`src/rtl/fft_frame_sched_if.sv`:
```
// Handshake and status bundle between the FFT frame scheduler and its environment.
// req is a level held by the source until its gnt pulse; gnt, fft_valid and all
// output-side signals are registered and sampled on the rising clk edge.
interface fft_frame_sched_if #(
  parameter int BEATS     = 32,
  parameter int TAG_DEPTH = 8
);
  localparam int BW = $clog2(BEATS);
  localparam int IW = $clog2(TAG_DEPTH) + 1;

  logic [1:0]    req;
  logic [1:0]    gnt;
  logic          fft_valid;
  logic          mux_sel;
  logic [BW-1:0] beat_idx;
  logic          out_valid;
  logic          out_ch;
  logic          out_sof;
  logic          out_eof;
  logic [IW-1:0] inflight;
  logic          busy;
  logic [1:0]    dbg_state;

  modport master (
    input  req,
    output gnt, fft_valid, mux_sel, beat_idx,
    output out_valid, out_ch, out_sof, out_eof,
    output inflight, busy, dbg_state
  );

  modport slave (
    output req,
    input  gnt, fft_valid, mux_sel, beat_idx,
    input  out_valid, out_ch, out_sof, out_eof,
    input  inflight, busy, dbg_state
  );
endinterface

```
`src/rtl/fft_frame_sched.sv`:
```
// Round-robin frame scheduler for a shared FFT pipeline: launches 32-beat frames
// from two sources and tags each launched frame so its output frame can be labelled.
module fft_frame_sched #(
  parameter int BEATS     = 32,
  parameter int FFT_LAT   = 180,
  parameter int TAG_DEPTH = 8,
  parameter int GAP       = 0
) (
  input  logic               clk,
  input  logic               rst,
  fft_frame_sched_if.master  bus
);
  localparam int BW = $clog2(BEATS);
  localparam int IW = $clog2(TAG_DEPTH) + 1;
  localparam int AW = $clog2(TAG_DEPTH);
  localparam int GW = $clog2(GAP + 2);

  typedef enum logic [1:0] {
    S_IDLE  = 2'd0,
    S_BURST = 2'd1,
    S_GAP   = 2'd2
  } state_t;

  state_t        r_state, w_state_nxt;
  logic [1:0]    r_gnt, w_gnt_nxt;
  logic          r_fft_valid, w_fft_valid_nxt;
  logic          r_mux_sel, w_mux_sel_nxt;
  logic [BW-1:0] r_beat_idx, w_beat_idx_nxt;
  logic [GW-1:0] r_gap_cnt, w_gap_cnt_nxt;
  logic          r_rr_ptr, w_rr_ptr_nxt;
  logic          w_try_grant, w_can_grant, w_win, w_push;

  logic [15:0]   r_ts;
  logic          r_tag_ch [TAG_DEPTH];
  logic [15:0]   r_tag_ts [TAG_DEPTH];
  logic [AW-1:0] r_wr_ptr, r_rd_ptr, w_cand_ptr;
  logic [IW-1:0] r_inflight;
  logic          w_pop, w_cand_ok, w_start;

  logic          r_out_valid, r_out_ch, r_out_sof, r_out_eof;
  logic [BW-1:0] r_out_beat;

  // Round robin between two channels: r_rr_ptr holds the channel with priority.
  assign w_can_grant = (|bus.req) && (r_inflight < IW'(TAG_DEPTH));
  assign w_win       = bus.req[r_rr_ptr] ? r_rr_ptr : ~r_rr_ptr;

  always_comb begin
    w_state_nxt     = r_state;
    w_gnt_nxt       = 2'b00;
    w_fft_valid_nxt = 1'b0;
    w_mux_sel_nxt   = r_mux_sel;
    w_beat_idx_nxt  = '0;
    w_gap_cnt_nxt   = r_gap_cnt;
    w_rr_ptr_nxt    = r_rr_ptr;
    w_try_grant     = 1'b0;
    w_push          = 1'b0;

    case (r_state)
      S_IDLE: w_try_grant = 1'b1;
      S_BURST: begin
        if (r_beat_idx == BW'(BEATS - 1)) begin
          if (GAP > 0) begin
            w_state_nxt   = S_GAP;
            w_gap_cnt_nxt = '0;
          end else begin
            w_try_grant = 1'b1;
          end
        end else begin
          w_fft_valid_nxt = 1'b1;
          w_beat_idx_nxt  = r_beat_idx + BW'(1);
        end
      end
      S_GAP: begin
        if (r_gap_cnt == GW'(GAP - 1)) w_try_grant = 1'b1;
        else                            w_gap_cnt_nxt = r_gap_cnt + GW'(1);
      end
      default: w_state_nxt = S_IDLE;
    endcase

    if (w_try_grant) begin
      if (w_can_grant) begin
        w_state_nxt     = S_BURST;
        w_gnt_nxt       = w_win ? 2'b10 : 2'b01;
        w_fft_valid_nxt = 1'b1;
        w_beat_idx_nxt  = '0;
        w_mux_sel_nxt   = w_win;
        w_rr_ptr_nxt    = ~w_win;
        w_push          = 1'b1;
      end else begin
        w_state_nxt = S_IDLE;
      end
    end
  end

  always_ff @(posedge clk or posedge rst) begin
    if (rst) begin
      r_state     <= S_IDLE;
      r_gnt       <= 2'b00;
      r_fft_valid <= 1'b0;
      r_mux_sel   <= 1'b0;
      r_beat_idx  <= '0;
      r_gap_cnt   <= '0;
      r_rr_ptr    <= 1'b0;
    end else begin
      r_state     <= w_state_nxt;
      r_gnt       <= w_gnt_nxt;
      r_fft_valid <= w_fft_valid_nxt;
      r_mux_sel   <= w_mux_sel_nxt;
      r_beat_idx  <= w_beat_idx_nxt;
      r_gap_cnt   <= w_gap_cnt_nxt;
      r_rr_ptr    <= w_rr_ptr_nxt;
    end
  end

  // The tag records the cycle of the frame's first beat, i.e. the next r_ts value.
  always_ff @(posedge clk) begin
    if (w_push) begin
      r_tag_ch[r_wr_ptr] <= w_mux_sel_nxt;
      r_tag_ts[r_wr_ptr] <= r_ts + 16'd1;
    end
  end

  // On the last output beat the head is being popped, so the following tag is the
  // candidate; this lets back-to-back launches produce back-to-back output frames.
  assign w_pop      = r_out_valid && r_out_eof;
  assign w_cand_ptr = w_pop ? (r_rd_ptr + AW'(1)) : r_rd_ptr;
  assign w_cand_ok  = w_pop ? (r_inflight > IW'(1))
                            : (!r_out_valid && (r_inflight != '0));
  assign w_start    = w_cand_ok &&
                      ((r_ts - r_tag_ts[w_cand_ptr]) == 16'(FFT_LAT - 1));

  always_ff @(posedge clk or posedge rst) begin
    if (rst) begin
      r_ts       <= '0;
      r_wr_ptr   <= '0;
      r_rd_ptr   <= '0;
      r_inflight <= '0;
    end else begin
      r_ts <= r_ts + 16'd1;
      if (w_push) r_wr_ptr <= r_wr_ptr + AW'(1);
      if (w_pop)  r_rd_ptr <= r_rd_ptr + AW'(1);
      case ({w_push, w_pop})
        2'b10:   r_inflight <= r_inflight + IW'(1);
        2'b01:   r_inflight <= r_inflight - IW'(1);
        default: r_inflight <= r_inflight;
      endcase
    end
  end

  always_ff @(posedge clk or posedge rst) begin
    if (rst) begin
      r_out_valid <= 1'b0;
      r_out_ch    <= 1'b0;
      r_out_sof   <= 1'b0;
      r_out_eof   <= 1'b0;
      r_out_beat  <= '0;
    end else if (w_start) begin
      r_out_valid <= 1'b1;
      r_out_ch    <= r_tag_ch[w_cand_ptr];
      r_out_sof   <= 1'b1;
      r_out_eof   <= (BEATS == 1);
      r_out_beat  <= '0;
    end else if (r_out_valid && !r_out_eof) begin
      r_out_sof   <= 1'b0;
      r_out_eof   <= (r_out_beat == BW'(BEATS - 2));
      r_out_beat  <= r_out_beat + BW'(1);
    end else begin
      r_out_valid <= 1'b0;
      r_out_sof   <= 1'b0;
      r_out_eof   <= 1'b0;
      r_out_beat  <= '0;
    end
  end

  assign bus.gnt       = r_gnt;
  assign bus.fft_valid = r_fft_valid;
  assign bus.mux_sel   = r_mux_sel;
  assign bus.beat_idx  = r_beat_idx;
  assign bus.out_valid = r_out_valid;
  assign bus.out_ch    = r_out_ch;
  assign bus.out_sof   = r_out_sof;
  assign bus.out_eof   = r_out_eof;
  assign bus.inflight  = r_inflight;
  assign bus.busy      = (r_inflight != '0) || (r_state != S_IDLE);
  assign bus.dbg_state = r_state;
endmodule

```
`src/flat_wrapper.sv`:
```
// flat-port wrapper written by rule: the top's interface ports become plain ports
module fft_frame_sched_flat 
#(
  parameter int BEATS     = 32,
  parameter int FFT_LAT   = 180,
  parameter int TAG_DEPTH = 8,
  parameter int GAP       = 0
)
  (clk, rst, bus_req, bus_gnt, bus_fft_valid, bus_mux_sel, bus_beat_idx, bus_out_valid, bus_out_ch, bus_out_sof, bus_out_eof, bus_inflight, bus_busy, bus_dbg_state);
  fft_frame_sched_if #(.BEATS(BEATS), .TAG_DEPTH(TAG_DEPTH)) bus_i ();
  input  logic clk;
  input  logic rst;
  input wire logic [$bits(bus_i.req)-1:0] bus_req;
  output wire logic [$bits(bus_i.gnt)-1:0] bus_gnt;
  output wire logic [$bits(bus_i.fft_valid)-1:0] bus_fft_valid;
  output wire logic [$bits(bus_i.mux_sel)-1:0] bus_mux_sel;
  output wire logic [$bits(bus_i.beat_idx)-1:0] bus_beat_idx;
  output wire logic [$bits(bus_i.out_valid)-1:0] bus_out_valid;
  output wire logic [$bits(bus_i.out_ch)-1:0] bus_out_ch;
  output wire logic [$bits(bus_i.out_sof)-1:0] bus_out_sof;
  output wire logic [$bits(bus_i.out_eof)-1:0] bus_out_eof;
  output wire logic [$bits(bus_i.inflight)-1:0] bus_inflight;
  output wire logic [$bits(bus_i.busy)-1:0] bus_busy;
  output wire logic [$bits(bus_i.dbg_state)-1:0] bus_dbg_state;
  assign bus_i.req = bus_req;
  assign bus_gnt = bus_i.gnt;
  assign bus_fft_valid = bus_i.fft_valid;
  assign bus_mux_sel = bus_i.mux_sel;
  assign bus_beat_idx = bus_i.beat_idx;
  assign bus_out_valid = bus_i.out_valid;
  assign bus_out_ch = bus_i.out_ch;
  assign bus_out_sof = bus_i.out_sof;
  assign bus_out_eof = bus_i.out_eof;
  assign bus_inflight = bus_i.inflight;
  assign bus_busy = bus_i.busy;
  assign bus_dbg_state = bus_i.dbg_state;
  fft_frame_sched #(.BEATS(BEATS), .FFT_LAT(FFT_LAT), .TAG_DEPTH(TAG_DEPTH), .GAP(GAP)) u_core (.clk(clk), .rst(rst), .bus(bus_i));
endmodule
```
`config.mk`:
```
export PLATFORM = sky130hd
export DESIGN_NAME = fft_frame_sched_flat
export DESIGN_NICKNAME = d
export VERILOG_FILES = /design/src/rtl/fft_frame_sched_if.sv /design/src/rtl/fft_frame_sched.sv /design/src/flat_wrapper.sv
export SDC_FILE = /design/constraint.sdc
export NUM_CORES = 1
export LEC_CHECK = 0
export BUFFER_PORTS_ARGS = -buffer_cell sky130_fd_sc_hd__buf_2
export CORE_MARGIN = 10
export CORE_UTILIZATION = 25
export DETAILED_ROUTE_END_ITERATION = 8
export GPL_ROUTABILITY_DRIVEN = 0
export PLACE_DENSITY_LB_ADDON = 0.08
export SLEW_MARGIN = 20
export SYNTH_ARGS = -nofsm -noshare
export SYNTH_HDL_FRONTEND = slang
export SYNTH_SLANG_ARGS = --single-unit
```
`constraint.sdc`:
```
create_clock -name clk -period 4.26 [get_ports clk]
set_input_delay 1.278 -clock clk [delete_from_list [all_inputs] [get_ports clk]]
set_output_delay 1.278 -clock clk [all_outputs]
set_load 0.02 [all_outputs]
```
==> flow_metrics.env <==
export IMPL_maxCapViolations=0
export IMPL_cts_made_buffers=17
export IMPL_r2r_end="u_core.bus.out_ch$_DFFE_PP0P_"
export IMPL_status="complete, no violations"
export IMPL_die_w_um=197
export IMPL_finalWirelength_mm=18.4
export IMPL_place_worst_setup_slack_ps=-31.7
export IMPL_grt_antenna_before_repair=0
export IMPL_cp_top_family="multiplexers"
export IMPL_drive_above_1_share_pct=29.8
export IMPL_setup_violations=0
export IMPL_insertedDiodeCount=0
export IMPL_setup_worst_path_start_class="flop"
export IMPL_crit_fanout=7
export IMPL_hold_path_startpoint="u_core.r_rr_ptr$_DFFE_PP0P_"
export IMPL_drtPass1Iterations=6
export IMPL_ios=24
export IMPL_nNetsFinal=598
export IMPL_finalWorstSetupSlack_ps=200
export IMPL_wire_per_inst_um=18.9
export IMPL_dp_hpwl_mm=12.2
export IMPL_whs_path_depth=1
export IMPL_crit_slowest_cell="mux4_2"
export IMPL_finClkSkew_ps=16.4
export IMPL_ant_nets=0
export IMPL_grt_busiest_layer="met2"
export IMPL_synth_cells=482
export IMPL_track_usage_pct=9.88
export IMPL_netlist_area_um2=7830
export IMPL_synthDistinctLibCells=59
export IMPL_synth_top_area_share_pct=52.1
export IMPL_die_h_um=197
export IMPL_vias=4320
export IMPL_fin_crit_sh_pct=95.3
export IMPL_yosysWarnings=0
export IMPL_grt_max_degree=27
export IMPL_core_um2=30700
export IMPL_tightest_slew_ps=792
export IMPL_area_growth_pct=21.8
export IMPL_cp_depth=15
export IMPL_critical_path_buf_inv_count=2
export IMPL_r2r_slack_ps=200
export IMPL_cts_root_buf="clkbuf_16"
export IMPL_drc=0
export IMPL_viasPerCell=4.44
export IMPL_clk_latency_ps=440
export IMPL_start_util_pct=25.5
export IMPL_yosysTopAreaCell="edfxtp_1"
export IMPL_slew_headroom_pct=45.8
export IMPL_timing_rr_start="u_core.bus.out_eof$_DFF_PP0_"
export IMPL_worstSetupEndpointType="flop"
export IMPL_fillerInstances=3052
export IMPL_slew_violations=0
export IMPL_grt_pass1_vias=4660
export IMPL_min_delay_path_class="flop to flop"
export IMPL_crit_chain="nand2_4 -> xor2_4 -> clkbuf_16 -> mux4_2 -> mux2i_1 -> ha_1 -> and2_1 -> buf_4 -> a311o_1 -> o21ba_2 -> nand4bb_1 -> a31oi_2 -> xnor2_1 -> nand4_1 -> mux2_4"
export IMPL_p_per_area_nw_per_um2=399
export IMPL_max_clock_path_buffers=2
export IMPL_synth_ff_type="edfxtp_1"
export IMPL_ir_worst_vdd_v=0.000250
export IMPL_p_leak_nw=3.53
export IMPL_async_flop_share_pct=25.3
export IMPL_cts_tree="yes"
export IMPL_io_buffer_count=22
export IMPL_period_needed_ps=4060
export IMPL_seq_area_frac_synth_pct=66.8
export IMPL_avgSynthCellArea_um2=16.3
export IMPL_final_cells=974
export IMPL_crit_required_ps=4580
export IMPL_num_rows=64
export IMPL_synth_seq_cells=182
export IMPL_worst_r2r_cell_count=15
export IMPL_clk_pin_slew_ps=70
export IMPL_hold_ws_ps=481
export IMPL_grtUsageMet3_pct=1.81
export IMPL_synth_fp_nets=514
export IMPL_drtIter0Drc=336
export IMPL_slowest_delay_ps=500
export IMPL_met2_usage_pct=16.4
export IMPL_max_freq_mhz=246
export IMPL_min_delay_worst_endpoint="u_core.bus.gnt[0]$_DFF_PP0_"
export IMPL_grt_overflow_total=0
export IMPL_grtUsageMet1_pct=12.5
export IMPL_dp_cells=936
export IMPL_cts_sinks=182
export IMPL_synth_area_leaders="edfxtp_1 (52%), dfrtp_1 (15%), mux4_2 (9.5%), ha_1 (4.3%), xnor2_1 (2.5%)"
export IMPL_hold_viol=0
export IMPL_worst_setup_path_type="flop to flop"
export IMPL_tns_ps=0
export IMPL_synth_enable_flop_cells=136
export IMPL_die_area_um2=38800
export IMPL_cts_max_level=4
export IMPL_grt_pass1_wl_mm=28.6
export IMPL_worstPathArrival_ps=4380
routing by layer:
layer / vias to the layer above / wire [um]
met5: - / 0
met4: 0 / 174
met3: 9 / 366
met2: 38 / 9250
met1: 2259 / 8630
li1: 2014 / -
where the power goes:
group / leakage (nW) / switching (mW) / internal, mW / total, mW
combinational: 1.50 / 0.199 / 0.122 / 0.321
sequential: 1.77 / 0.0652 / 1.97 / 2.03
clock: 0.259 / 0.702 / 0.756 / 1.46
worst max path at each step:
| stage | start | to | slack (ps) |
|---|---|---|---|
| final | u_core.bus.out_eof$_DFF_PP0_ | u_core.bus.out_ch$_DFFE_PP0P_ | 200 |
| after global routing | u_core.bus.out_eof$_DFF_PP0_ | u_core.bus.out_ch$_DFFE_PP0P_ | -7 |
| after CTS | u_core.bus.out_valid$_DFFE_PP0P_ | u_core.bus.out_ch$_DFFE_PP0P_ | 40 |
| after detailed placement | u_core.bus.out_eof$_DFF_PP0_ | u_core.bus.out_ch$_DFFE_PP0P_ | -30 |
| after global placement | u_core.bus.out_valid$_DFFE_PP0P_ | u_core.bus.out_ch$_DFFE_PP0P_ | 80 |
| after floorplan | u_core.bus.out_valid$_DFFE_PP0P_ | u_core.bus.out_ch$_DFFE_PP0P_ | 30 |
kinds of logic (layout without fill, tap and decap cells):
kind of cell / count (synthesis) / count (layout) / synth area share (%)
DFF: 182 / 182 / 66.8
and+or+nand+nor: 107 / 107 / 6.71
AOI/OAI and AO/OA: 44 / 44 / 3.82
muxes: 53 / 53 / 12.3
adders and majority gates: 28 / 28 / 4.57
xor gates and xnor gates: 37 / 37 / 4.23
buffers and inverters: 30 / 126 / 1.53
other: 1 / 1 / 0.0479
worst register-to-register path, stage by stage (launching register included):
cell and delay (ps):
dfrtp_1 410, nand2_4 140, xor2_4 240, clkbuf_16 210, mux4_2 500, mux2i_1 160, ha_1 270, and2_1 180
buf_4 130, a311o_1 330, o21ba_2 260, nand4bb_1 210, a31oi_2 220, xnor2_1 170, nand4_1 180, mux2_4 330
synth_stat cells (all sizes together), types with 2 or more instances:
| library cell | n |
|---|---|
| a2111oi | 4 |
| a21o | 3 |
| a21oi | 13 |
| and3 | 5 |
| buf | 4 |
| clkbuf | 7 |
| dfrtp | 46 |
| edfxtp | 136 |
| ha | 27 |
| inv | 19 |
| mux2i | 18 |
| mux4 | 34 |
| nand2 | 30 |
| nand2b | 4 |
| nand3 | 16 |
| nand4 | 4 |
| nor2 | 28 |
| nor3 | 6 |
| nor4 | 3 |
| o21a | 2 |
| o21ai | 7 |
| xnor2 | 22 |
| xor2 | 15 |
final cells by class:
type | count | area (um2) | share of cell area [%]
clock buffers | 19 | 433 | 4.54
clock inverters | 12 | 100 | 1.05
inverters | 19 | 71.3 | 0.748
multi-input cells | 270 | 2620 | 27.4
flip-flops and latches | 182 | 5240 | 54.9
well taps | 396 | 495 | 5.19
repair buffers | 76 | 587 | 6.15
stage by stage:
stage	power [mW]	util (%)	area, um2
floorplan	2.26	-	7840
global placement	2.39	28.7	8830
detailed placement	2.40	28.7	8830
CTS	3.87	30.5	9370
global route	3.98	31.0	9540
finish	3.81	31.0	9540
sequential cells by signal (all words and copies together) (netlist names):
signal,cells
u_core.r_rd_ptr,3
u_core.bus.out_ch,1
u_core.r_tag_ch,8
u_core.bus.beat_idx,5
u_core.bus.out_eof,1
u_core.bus.fft_valid,1
u_core.r_rr_ptr,1
u_core.r_out_beat,5
u_core.bus.inflight,4
u_core.bus.gnt,2
u_core.r_wr_ptr,3
u_core.bus.out_valid,1
u_core.r_tag_ts,128
u_core.r_ts,16
u_core.bus.dbg_state,1
u_core.bus.out_sof,1
u_core.bus.mux_sel,1
what timing repair did:
item	CTS	global route
endpoints found under the setup margin	1	3
buffers inserted	0	6
hold buffers	0	0
cloned	0	1
pin swaps	0	12
resized for setup	3	27
layout by cell type, fill, tap and decap left out, drive strengths merged, types with 20 or more instances in the layout:
master,instances
inv,23
mux4,34
clkbuf,20
nand2,30
nor2,28
buf,75
edfxtp,136
dfrtp,46
ha,27
xnor2,22
No activity file was read; power rests on OpenSTA's default activity.
